## src/rtl/bi_counter_ctrl.sv

```systemverilog
// bi_counter_ctrl: memory-mapped sequencer for a 32-bit bi-directional counter.
// A PicoRV32 native-bus slave that drives the counter's mode input and reads
// its count back. Provides start/stop, direction select, a compare match with
// a sticky flag and level interrupt, and one-shot or periodic auto-restart.
//
// Ports:
//   clk        system clock
//   reset      asynchronous, active-high reset
//   mem_valid  bus request
//   mem_addr   byte address; bits [31:8] select the window, [7:0] the register
//   mem_wdata  write data
//   mem_wstrb  byte write strobes; 0 means read
//   mem_ready  one-cycle access acknowledge
//   mem_rdata  read data, valid while mem_ready is 1
//   ctr_mode   counter mode: 0 hold, 1 up, 2 down (registered)
//   ctr_count  live counter value
//   irq        level interrupt = STATUS.MATCH & CTRL.IRQ_EN
//
// Register map (offset = mem_addr[7:0]):
//   0x00 CTRL      [0] EN, [2:1] DIR, [3] PERIODIC, [4] IRQ_EN (byte 0 only)
//   0x04 STATUS    [0] RUNNING, [1] MATCH (W1C), [2] ERR (W1C), [5:4] state
//   0x08 CMP       compare value, byte strobes honoured
//   0x0C COUNT     live ctr_count
//   0x10 MATCH_CNT wrapping match counter; any write clears it

module bi_counter_ctrl #(
  parameter logic [31:0] BASE_ADDR = 32'h0200_0000
) (
  input  logic        clk,
  input  logic        reset,
  input  logic        mem_valid,
  input  logic [31:0] mem_addr,
  input  logic [31:0] mem_wdata,
  input  logic [3:0]  mem_wstrb,
  output logic        mem_ready,
  output logic [31:0] mem_rdata,
  output logic [1:0]  ctr_mode,
  input  logic [31:0] ctr_count,
  output logic        irq
);

  typedef enum logic [1:0] {
    IDLE   = 2'd0,
    START  = 2'd1,
    RUN    = 2'd2,
    RELOAD = 2'd3
  } state_t;

  localparam logic [7:0] OFF_CTRL   = 8'h00;
  localparam logic [7:0] OFF_STATUS = 8'h04;
  localparam logic [7:0] OFF_CMP    = 8'h08;
  localparam logic [7:0] OFF_COUNT  = 8'h0C;
  localparam logic [7:0] OFF_MCNT   = 8'h10;

  state_t      state;
  state_t      next_state;
  logic [1:0]  next_mode;
  logic [1:0]  next_dir;
  logic [1:0]  state_code;

  logic        ctrl_en;
  logic [1:0]  ctrl_dir;
  logic        ctrl_periodic;
  logic        ctrl_irq_en;
  logic        st_match;
  logic        st_err;
  logic [31:0] cmp;
  logic [31:0] match_cnt;

  logic        sel;
  logic        wr;
  logic        rd;
  logic [7:0]  offset;
  logic        ctrl_wr;
  logic        status_wr;
  logic        cmp_wr;
  logic        mcnt_wr;
  logic        wr_en;
  logic [1:0]  wr_dir;
  logic        dir_ok;
  logic        ctrl_start;
  logic        ctrl_stop;
  logic        ctrl_bad;
  logic        match_hit;
  logic        running;
  logic [31:0] rd_val;

  // Bus decode. The !mem_ready term forces an idle cycle between accesses
  // so a request still held during its acknowledge cycle is not taken twice.
  assign sel       = mem_valid && (mem_addr[31:8] == BASE_ADDR[31:8]) && !mem_ready;
  assign wr        = sel && (mem_wstrb != 4'b0000);
  assign rd        = sel && (mem_wstrb == 4'b0000);
  assign offset    = mem_addr[7:0];
  assign ctrl_wr   = wr && (offset == OFF_CTRL) && mem_wstrb[0];
  assign status_wr = wr && (offset == OFF_STATUS) && mem_wstrb[0];
  assign cmp_wr    = wr && (offset == OFF_CMP);
  assign mcnt_wr   = wr && (offset == OFF_MCNT);

  assign wr_en      = mem_wdata[0];
  assign wr_dir     = mem_wdata[2:1];
  assign dir_ok     = (wr_dir == 2'd1) || (wr_dir == 2'd2);
  assign ctrl_start = ctrl_wr && wr_en && dir_ok;
  assign ctrl_stop  = ctrl_wr && !(wr_en && dir_ok);
  assign ctrl_bad   = ctrl_wr && wr_en && !dir_ok;

  // Only compared in RUN: in START the counter is still loading its start value.
  assign match_hit  = (state == RUN) && (ctr_count == cmp);
  assign running    = (state != IDLE);
  assign state_code = state;
  assign irq        = st_match & ctrl_irq_en;

  // FSM state and registered mode output.
  always_ff @(posedge clk or posedge reset) begin
    if (reset) begin
      state    <= IDLE;
      ctr_mode <= 2'd0;
    end else begin
      state    <= next_state;
      ctr_mode <= next_mode;
    end
  end

  // A CTRL write overrides the natural sequencing; mode is derived from the
  // state being entered so it changes on the same edge as the state.
  always_comb begin
    next_state = state;
    next_mode  = 2'd0;
    next_dir   = ctrl_wr ? wr_dir : ctrl_dir;
    case (state)
      IDLE:    next_state = IDLE;
      RELOAD:  next_state = START;
      START:   next_state = RUN;
      RUN:     if (match_hit) next_state = ctrl_periodic ? RELOAD : IDLE;
      default: next_state = IDLE;
    endcase
    if (ctrl_start) begin
      next_state = RELOAD;
    end else if (ctrl_stop) begin
      next_state = IDLE;
    end
    if ((next_state == START) || (next_state == RUN)) begin
      next_mode = next_dir;
    end
  end

  // CTRL register. A one-shot match clears EN unless a CTRL write lands
  // in the same cycle.
  always_ff @(posedge clk or posedge reset) begin
    if (reset) begin
      ctrl_en       <= 1'b0;
      ctrl_dir      <= 2'd0;
      ctrl_periodic <= 1'b0;
      ctrl_irq_en   <= 1'b0;
    end else if (ctrl_wr) begin
      ctrl_en       <= wr_en && dir_ok;
      ctrl_dir      <= wr_dir;
      ctrl_periodic <= mem_wdata[3];
      ctrl_irq_en   <= mem_wdata[4];
    end else if (match_hit && !ctrl_periodic) begin
      ctrl_en       <= 1'b0;
    end
  end

  // Sticky STATUS flags: a set in the same cycle as its W1C wins.
  always_ff @(posedge clk or posedge reset) begin
    if (reset) begin
      st_match <= 1'b0;
      st_err   <= 1'b0;
    end else begin
      if (match_hit) begin
        st_match <= 1'b1;
      end else if (status_wr && mem_wdata[1]) begin
        st_match <= 1'b0;
      end
      if (ctrl_bad) begin
        st_err <= 1'b1;
      end else if (status_wr && mem_wdata[2]) begin
        st_err <= 1'b0;
      end
    end
  end

  // CMP with byte strobes.
  always_ff @(posedge clk or posedge reset) begin
    if (reset) begin
      cmp <= '0;
    end else if (cmp_wr) begin
      for (int unsigned i = 0; i < 4; i++) begin
        if (mem_wstrb[i]) begin
          cmp[8*i +: 8] <= mem_wdata[8*i +: 8];
        end
      end
    end
  end

  // Match counter; a clear coinciding with a match leaves that match counted.
  always_ff @(posedge clk or posedge reset) begin
    if (reset) begin
      match_cnt <= '0;
    end else if (mcnt_wr) begin
      match_cnt <= match_hit ? 32'd1 : 32'd0;
    end else if (match_hit) begin
      match_cnt <= match_cnt + 32'd1;
    end
  end

  always_comb begin
    rd_val = '0;
    case (offset)
      OFF_CTRL:   rd_val = {27'd0, ctrl_irq_en, ctrl_periodic, ctrl_dir, ctrl_en};
      OFF_STATUS: rd_val = {26'd0, state_code, 1'b0, st_err, st_match, running};
      OFF_CMP:    rd_val = cmp;
      OFF_COUNT:  rd_val = ctr_count;
      OFF_MCNT:   rd_val = match_cnt;
      default:    rd_val = '0;
    endcase
  end

  // Acknowledge and read data registered together.
  always_ff @(posedge clk or posedge reset) begin
    if (reset) begin
      mem_ready <= 1'b0;
      mem_rdata <= '0;
    end else begin
      mem_ready <= sel;
      mem_rdata <= rd ? rd_val : '0;
    end
  end

endmodule

```

## config.mk

```make
export PLATFORM = sky130hd
export DESIGN_NAME = bi_counter_ctrl
export DESIGN_NICKNAME = d
export VERILOG_FILES = /design/src/rtl/bi_counter_ctrl.sv
export SDC_FILE = /design/constraint.sdc
export NUM_CORES = 1
export LEC_CHECK = 0
export CORE_MARGIN = 4
export CORE_UTILIZATION = 40
export CTS_CLUSTER_DIAMETER = 200
export DETAILED_ROUTE_END_ITERATION = 7
export HOLD_SLACK_MARGIN = 0.05
export PLACE_DENSITY = 0.69
export RECOVER_POWER = 25
export SLEW_MARGIN = 30
export SYNTH_ARGS = -nofsm -noshare
export SYNTH_HDL_FRONTEND = slang
export SYNTH_SLANG_ARGS = --single-unit
```

## constraint.sdc

```tcl
create_clock -name clk -period 5 [get_ports clk]
set_input_delay 1 -clock clk [delete_from_list [all_inputs] [get_ports clk]]
set_output_delay 1 -clock clk [all_outputs]
set_load 0.02 [all_outputs]
```

### After elaboration in Yosys (flattened, before gate mapping)

Cells that the tools add are included.

| word-level totals | value |
|---|---|
| input port bits | 103 |
| output and inout port bits | 36 |
| word-level logic and storage cells | 86 |
| register bits | 108 |

| cells by class | value |
|---|---|
| bitwise gates (word level) | 1 |
| muxes and demuxes | 18 |
| eq/ne operators | 13 |
| $add $sub $neg | 1 |
| reduce and logical (&&, ||, !) cells | 38 |

Operator list:

| cell | number |
|---|---|
| $pmux 32 s5 | 1 |
| $mux 32 | 3 |
| $add 32x1->32 const B | 1 |
| $eq 32x32->1 | 1 |
| $eq 24x18->1 const B | 1 |
| $logic_and 1x1->1 | 19 |
| $eq 8x4->1 const B | 2 |
| $mux 2 | 6 |
| $reduce_bool 2->1 | 5 |
| $eq 2x2->1 const B | 4 |
| $eq 8x3->1 const B | 1 |
| $eq 8x5->1 const B | 1 |
| $logic_not 8->1 | 1 |
| $pmux 2 s4 | 1 |
| $reduce_and 2->1 | 4 |
| $mux 1 | 7 |
| $eq 2x1->1 const B | 3 |
| $logic_not 1->1 | 4 |
| $logic_not 4->1 | 1 |
| $reduce_bool 4->1 | 1 |
| $logic_not 2->1 | 1 |
| $logic_or 1x1->1 | 2 |
| $and 1x1->1 | 1 |

### Longest topological paths before layout

Gate-level depths: netlist of run 1.

| depth | value |
|---|---|
| depth in word-level cells | 12 |
| gate-level depth with buffers | 9 |
| mapped depth without buffers | 7 |

### Worst setup path before layout of run 1

OpenSTA, ideal clock, no wires.

| timing path | value |
|---|---|
| kind | input-to-reg |
| start | input ctr_count[8] |
| end | register match_cnt[20] |
| stages | 7 |
| slack | 2.290 ns |
| buffers on the path | 1 |
| library setup time | 0.078 ns |
| required time | 4.922 ns |
| arrival | 2.632 ns |
| path through | xnor2_1 -> nand4_1 -> nor4_4 -> nand4_2 -> buf_2 -> or4_1 -> a21oi_1 |

| between the ends | value |
|---|---|
| cells in the longest elaborated chain, start to end | 3 |

RTL lines:

| item | line | RTL |
|---|---|---|
| start: declaration | 38 | `input logic [31:0] ctr_count,` |
| $eq 32x32->1 | 107 | `assign match_hit = (state == RUN) && (ctr_count == cmp);` |
| $logic_and 1x1->1 | 107 |  |
| $reduce_bool 2->1 (no source line) | n/a |  |
| end signal: assignment | 201 | `match_cnt <= match_hit ? 32'd1 : 32'd0;` |
| end signal: assignment | 203 | `match_cnt <= match_cnt + 32'd1;` |
| end: declaration | 68 | `logic [31:0] match_cnt;` |

Every way passes these cells.
A chain may end at the register's enable or synchronous reset.

### Worst setup path after layout of run 1

| timing path | value |
|---|---|
| start | input ctr_count[12] |
| end | register match_cnt[25] |

Same word-level chain as after synthesis.

==> impl_results.md, run 1 <==
- Port buffer count: 138
- Hold Path Sink: ctrl_irq_en
- Fraction of layout cells with a size suffix above 1: 10.6%
- Post-route DRC: 0
- Leak pwr: 2.86 nW
- Root buffer cell: clkbuf_16
- Async S/R FF share, synth: 100%
- Post-synthesis sequential element count: 108
- Syn Std Cell Area: 5240 sq um
- Seq pwr share: 51.6%
- Setup slack, reg-to-reg: 2.12 ns
- FILL cells: 1184
- Commonest non-fill, non-tap cell in the layout: clkdlybuf4s50_1
- Antenna cells: 0
- Pin count of the biggest net entering global routing: 57
- Total of max-cap violations: 1
- Highest Clock Rate: 0.279 GHz
- Clock Sinks: 108
- Combinational Power Share: 8.4%
- Slew HR: -60.9%
- Avg Cell Area, Syn: 10.6 sq um
- Power density of the placed cells: 238 nW/um^2
- Clock power share: 40.0%
- Met1 Wirelength: 6380 um
- GPL Wtd Cong: 0.830
- Peak supply drop: 0.160 mV
- Hold_sp: ctrl_irq_en
- Final setup violation count: 0
- Critical Path Sink Type: register
- CP Buf/Inv Count: 1
- FF+latch area: 2700 sq um
- TritonCTS Buffers: 9
- Crit path time final: 3.58 ns
- Met2 wire len: 7510 um
- Clock slew at reported path FFs: 0.07 ns
- Post-synth EDFFs: 0
- CTS H-tree lvls: 3
- Area contributors post-synth: dfrtp_1, mux2_2, xnor2_1
- Status: finished with violations
- Post-synth net total: 600
- R2r endpoint: match_cnt[25]
- Cell Rows: 41
- Final core utilization: 55.9%
- Slowest stage delay, CP: 0.68 ns
- Worst Clk Skew: 0.00698 ns
- Post-CTS setup buffer count: 0
- Switching power: 0.362 mW
- CP Cell Sequence: clkdlybuf4s50_1 -> xnor2_1 -> nand4_1 -> nor4_4 -> nand4_2 -> or4_1 -> a21oi_1
- Commonest non-fill, non-tap cells in the layout: clkdlybuf4s50_1, dfrtp_1, nor2_1, xnor2_1, a21oi_1
- CP startpoint kind: input port
- Overall Power: 1.69 mW
- Failing checks: capacitance limit, slew limit
- Switching power share of the total: 21.4%
- CTS tree: yes
- Crit-path max FO: 26
- Reg2reg start: cmp[12]
- Total GRT Usage: 20.4%
- Routed Antenna Nets: 0
- Final count of hold timing violations: 0
- Worst Path Required: 5.28 ns
- Number of global-route vias before repair: 4651
- First-pass GRT wire length: 23900 um
- Met3 wire length: 914 um
- Worst min path class: register to register
- Vias per inst: 5.72
- Main flop type after synthesis: dfrtp_1
- Routed len/inst: 18.9 um
- Mapped Cells: 496
- Grt total ovfl: 0
- DRT Wirelength: 15200 um
- Area growth, synth to finish: 35.9%
- Reg2Reg Depth: 6
- I/O pins: 139
- Worst hold stages: 2
- Core area: 12700 sq um
- Delay-heaviest family, CP: simple AND/OR/NAND/NOR gates
- PostCTS Resize Cnt: 0
- Clock Latency Late Sink: 0.35 ns
- Chip height: 122 um
- P_int: 1.33 mW
- Worst slew pin tran: 2.40 ns
- Setup TNS: 0 ns
- Via count: 4602
- Tcrit/Tclk final: 71.7%
- Ys Warns: 0
- Register area share after synthesis: 51.6%
- Worst setup path category: input port to register
- Post-synth top area cell: dfrtp_1
- Top cell type's share of synthesized area: 51.6%
- Area of the multi-input gates: 2420 sq um
- DRT iter0 DRCs: 470
- RSZ-0062 raised after global routing: no
- 1st-pass router iterations: 6
- Die Wd: 122 um
- Pins Over Slew Limit: 57
- Final #Nets: 733
- Initial antenna violation count: 0
- Max stage delay cell, worst path: or4_1
- Die Area: 15000 sq um
- Starting Density: 41.2%
- Post-DP HPWL: 11100 um
- Synth unique cells: 41
- Hold_buf cts: 0
- Top sig layer: met4
- Arrival @ worst endpoint: 3.86 ns
- Max clock buf depth: 2
-- cells in the mapped netlist (2+ instances only) --
cell,instances
dfrtp_1,108
nor2_1,39
a21oi_1,36
xnor2_1,36
nand2_1,33
mux2_2,32
a222oi_1,31
o21ai_0,23
clkbuf_1,22
nand3_1,22
or3_1,20
nand4_1,12
inv_1,10
or4_1,10
o31ai_1,9
and3_1,6
nor4_1,6
and2_1,4
nor4b_1,4
a22oi_1,3
buf_2,3
nor3_1,3
or2_2,3
mux2i_1,2
nand4_2,2
o22ai_1,2
-- worst min-delay path: stages, from the launching register on --
cell and delay [ns]:
dfrtp_1 0.37, nand2_1 0.06, nand2_1 0.06
-- cell families after synthesis --
logic type	after synthesis	synth area share, %
AO/OA/AOI/OAI	109	14.3
multiplexers	34	7.26
flip-flops	108	51.6
AND/OR/NAND/NOR	171	17.7
buffers and inverters	36	2.65
adder cells (fa/ha/maj)	1	0.239
XOR/XNOR	37	6.19
-- final cells by class --
cell class,count,share of cell area [%]
flip-flops and latches,108,38.0
multi-input cells,352,34.1
repair buffers,148,20.5
clock buffers,12,3.75
well taps,172,3.02
inverters,10,0.545
clock inverters,2,0.141
-- per-layer routing --
layer	track usage [%]	vias to the layer above
li1	-	2129
met1	26.8	2261
met2	33.6	188
met3	3.36	24
met4	8.68	0
met5	0	-
-- sequential cells by signal, summed over array words and instances, names as in the netlist --
name           count
cmp               32
match_cnt         32
mem_rdata         32
ctr_mode           2
ctrl_dir           2
state              2
ctrl_en            1
ctrl_irq_en        1
ctrl_periodic      1
mem_ready          1
st_err             1
st_match           1
-- through the flow --
step                      hold WS, ns  cell area (sq um)  setup slack [ns]  cells
after CTS                       0.518               7110              1.46    803
final                           0.513               7110              1.42    804
after detailed placement        0.501               6830              1.11    789
after global placement          0.483               6830              1.23    789
after floorplan                 0.458               5240              1.15    496
after global routing            0.563               7110              1.20    804
-- power by group through the flow --
| stage | Clock [mW] | Sequential, mW | Combinational [mW] |
|---|---|---|---|
| 2_1_floorplan | 0 | 0.891 | 0.0379 |
| 3_3_place_gp | 0 | 0.891 | 0.143 |
| 3_5_place_dp | 0 | 0.891 | 0.143 |
| 4_1_cts | 0.692 | 0.874 | 0.145 |
| 5_1_grt | 0.718 | 0.874 | 0.154 |
| 6_report | 0.677 | 0.874 | 0.143 |
-- worst max-delay path by stage --
stage | from | to | slack [ns] | cells past startpoint
2_1_floorplan | reset | cmp[0] | 1.15 | 1
3_3_place_gp | ctr_count[12] | match_cnt[31] | 1.23 | 7
3_5_place_dp | ctr_count[12] | match_cnt[25] | 1.11 | 7
4_1_cts | ctr_count[12] | match_cnt[25] | 1.46 | 7
5_1_grt | ctr_count[12] | match_cnt[29] | 1.20 | 7
6_report | ctr_count[12] | match_cnt[25] | 1.42 | 7
No activity file was read; power rests on OpenSTA's default activity.
==> run 2, diff against run 1 <==
clock period = 3.7 ns   (was 5 ns; I/O delays follow)
==> run 2 against run 1 <==
The flow still finishes with violations (capacitance limit, slew limit). Clock-buffer cell count fell by 1. Final cell count increased by 1.1%. Combinational power increased by 36%. Sequential share of layout area is 0.36 points lower. Critical path depth up 1. Global-route usage grew 0.33 points. Die area unchanged. First-iteration DRC count up 31%. Power up 35%.
==> impl_results.md, run 2 (synthesis results as in run 1) <==
- Status: finished with violations
- Failing checks: capacitance limit, slew limit
- Post-placement cell area: 6900 sq um (+1.1%)
- Switching power: 0.509 mW (+41%)
- Worst slew pin tran: 2.24 ns (-0.165 ns)
- Final #Nets: 740 (+0.95%)
- Commonest non-fill, non-tap cell in the layout: clkdlybuf4s50_1
- Final setup violation count: 0 (unchanged)
- Die Area: 15000 sq um (unchanged)
- Crit path time final: 2.95 ns
- Post-layout instance area: 7180 sq um (+0.95%)
- Vias per inst: 5.74 (+0.20%)
- Crit path launch: ctr_count[8]
- Clock Sinks: 108 (unchanged)
- Slew HR: -49.2% (+12 points)
- CTS H-tree lvls: 3 (unchanged)
- FF+latch area: 2700 sq um (unchanged)
- Number of global-route vias before repair: 4628 (-0.49%)
- Via count: 4663 (+1.3%)
- Clock slew at reported path FFs: 0.07 ns (about the same)
- Worst hold stages: 2 (unchanged)
- Total of max-cap violations: 1 (unchanged)
- Final count of hold timing violations: 0 (unchanged)
- Routed Antenna Nets: 0 (unchanged)
- Core area: 12700 sq um (unchanged)
- Worst Path Required: 3.97 ns (-1.31 ns)
- Reg2Reg Depth: 6 (unchanged)
- Die Wd: 122 um (unchanged)
- Grt total ovfl: 0 (unchanged)
- Worst setup path category: input port to register
- I/O pins: 139 (unchanged)
- Chip height: 122 um (unchanged)
- Worst Clk Skew: 0.00896 ns (+0.00198 ns)
- Root buffer cell: clkbuf_16
- Hold_buf cts: 0 (unchanged)
- Fraction of layout cells with a size suffix above 1: 11.7% (+1.1 points)
- DRT Wirelength: 15400 um (+1.5%)
- Post-CTS setup buffer count: 0 (unchanged)
- Clock power share: 39.8% (-0.2 points)
- Seq pwr share: 51.7% (about the same)
- Biggest registers after layout: cmp: 32 flops, match_cnt: 32 flops, mem_rdata: 32 flops
- DRT iter0 DRCs: 615 (+31%)
- CP startpoint kind: input port
- Port buffer count: 138 (unchanged)
- Tcrit/Tclk final: 79.7%
- FILL cells: 1157 (-2.3%)
- Cell Rows: 41 (unchanged)
- Antenna cells: 0 (unchanged)
- RSZ-0062 raised after global routing: no
- Switching power share of the total: 22.3% (+0.91 points)
- Max clock buf depth: 2 (unchanged)
- Setup TNS: 0 ns (unchanged)
- 1st-pass router iterations: 8 (+2)
- Area growth, synth to finish: 37.2%
- TritonCTS Buffers: 9 (unchanged)
- Power density of the placed cells: 318 nW/um^2 (+34%)
- First-pass GRT wire length: 24200 um (+1.1%)
- Total GRT Usage: 20.8% (+0.33 points)
- Highest Clock Rate: 0.339 GHz
- Reg2reg start: match_cnt[6]
- Worst min path class: register to register
- Post-DP HPWL: 11400 um (+2.7%)
- Critical Path Sink Type: register
- CP endpoint: match_cnt[12]
- CTS tree: yes
- Peak supply drop: 0.227 mV (+42%)
- GPL Wtd Cong: 0.850 (+2.4%)
- Routed len/inst: 18.9 um (+0.33%)
- Area of the multi-input gates: 2420 sq um (unchanged)
- Pins Over Slew Limit: 58 (+1.8%)
- Post-route DRC: 0 (unchanged)
- Arrival @ worst endpoint: 3.22 ns (-0.64 ns)
- Setup slack, reg-to-reg: 1.09 ns (-1.03 ns)
- Clock Latency Late Sink: 0.36 ns (about the same)
- Starting Density: 41.2% (unchanged)
- PostCTS Resize Cnt: 0 (unchanged)
- Leak pwr: 2.89 nW (+1.3%)
- Combinational Power Share: 8.5% (about the same)
- Pin count of the biggest net entering global routing: 59 (+3.5%)
- R2r endpoint: match_cnt[28]
- Crit-path max FO: 14 (-46%)
- Commonest non-fill, non-tap cells in the layout: clkdlybuf4s50_1, dfrtp_1, nor2_1, xnor2_1, a21oi_1
- P_int: 1.77 mW (+33%)
- Initial antenna violation count: 0 (unchanged)
-- run 2: layer usage --
metal	track usage (%)	routed length, um	vias up
li1	-	-	2144
met1	27.4	6340	2297
met2	34.6	7700	202
met3	4.42	1080	20
met4	6.02	252	0
met5	0	0	-
-- run 2: area by class of cell --
class                   instances  area share (%)
inverters                      10           0.523
flip-flops and latches        108            37.6
multi-input cells             352            33.8
well taps                     172            3.00
clock inverters                 5           0.523
repair buffers                155            21.2
clock buffers                  11            3.38
-- run 2: through the flow --
stage                     setup slack [ns]  hold WS (ns)  cells  utilization, %  power [mW]
after floorplan                      0.114         0.458    496               -        1.25
after global placement               0.464         0.495    797            54.3        1.40
after detailed placement             0.395         0.504    797            54.3        1.40
after CTS                            0.746         0.520    813            56.5        2.31
after global routing                 0.313         0.561    813            56.5        2.37
final                                0.753         0.523    813            56.5        2.28
-- run 2: how the worst min path moves through the flow --
| stage | slack [ns] | startpoint | to |
|---|---|---|---|
| 5_1_grt | 0.56 | ctrl_dir[0] | ctrl_dir[0] |
| 2_1_floorplan | 0.46 | ctrl_dir[1] | ctrl_dir[1] |
| 6_report | 0.52 | ctrl_dir[0] | ctrl_dir[0] |
| 4_1_cts | 0.52 | ctrl_dir[0] | ctrl_dir[0] |
| 3_5_place_dp | 0.50 | ctrl_dir[0] | ctrl_dir[0] |
| 3_3_place_gp | 0.50 | ctrl_irq_en | ctrl_irq_en |
-- run 2: power by group through the flow --
stage	clock (mW)	sequential (mW)	combinational [mW]
finish	0.908	1.18	0.194
global route	0.979	1.18	0.209
global placement	0	1.20	0.194
detailed placement	0	1.20	0.196
CTS	0.930	1.18	0.197
floorplan	0	1.20	0.0513
-- run 2: critical path, cell delays in order --
cell	delay (ns)
clkdlybuf4s50_1	0.46
xnor2_1	0.28
nand4_1	0.18
nor4_4	0.46
nand4_2	0.28
buf_4	0.26
or3_1	0.35
a21oi_1	0.21
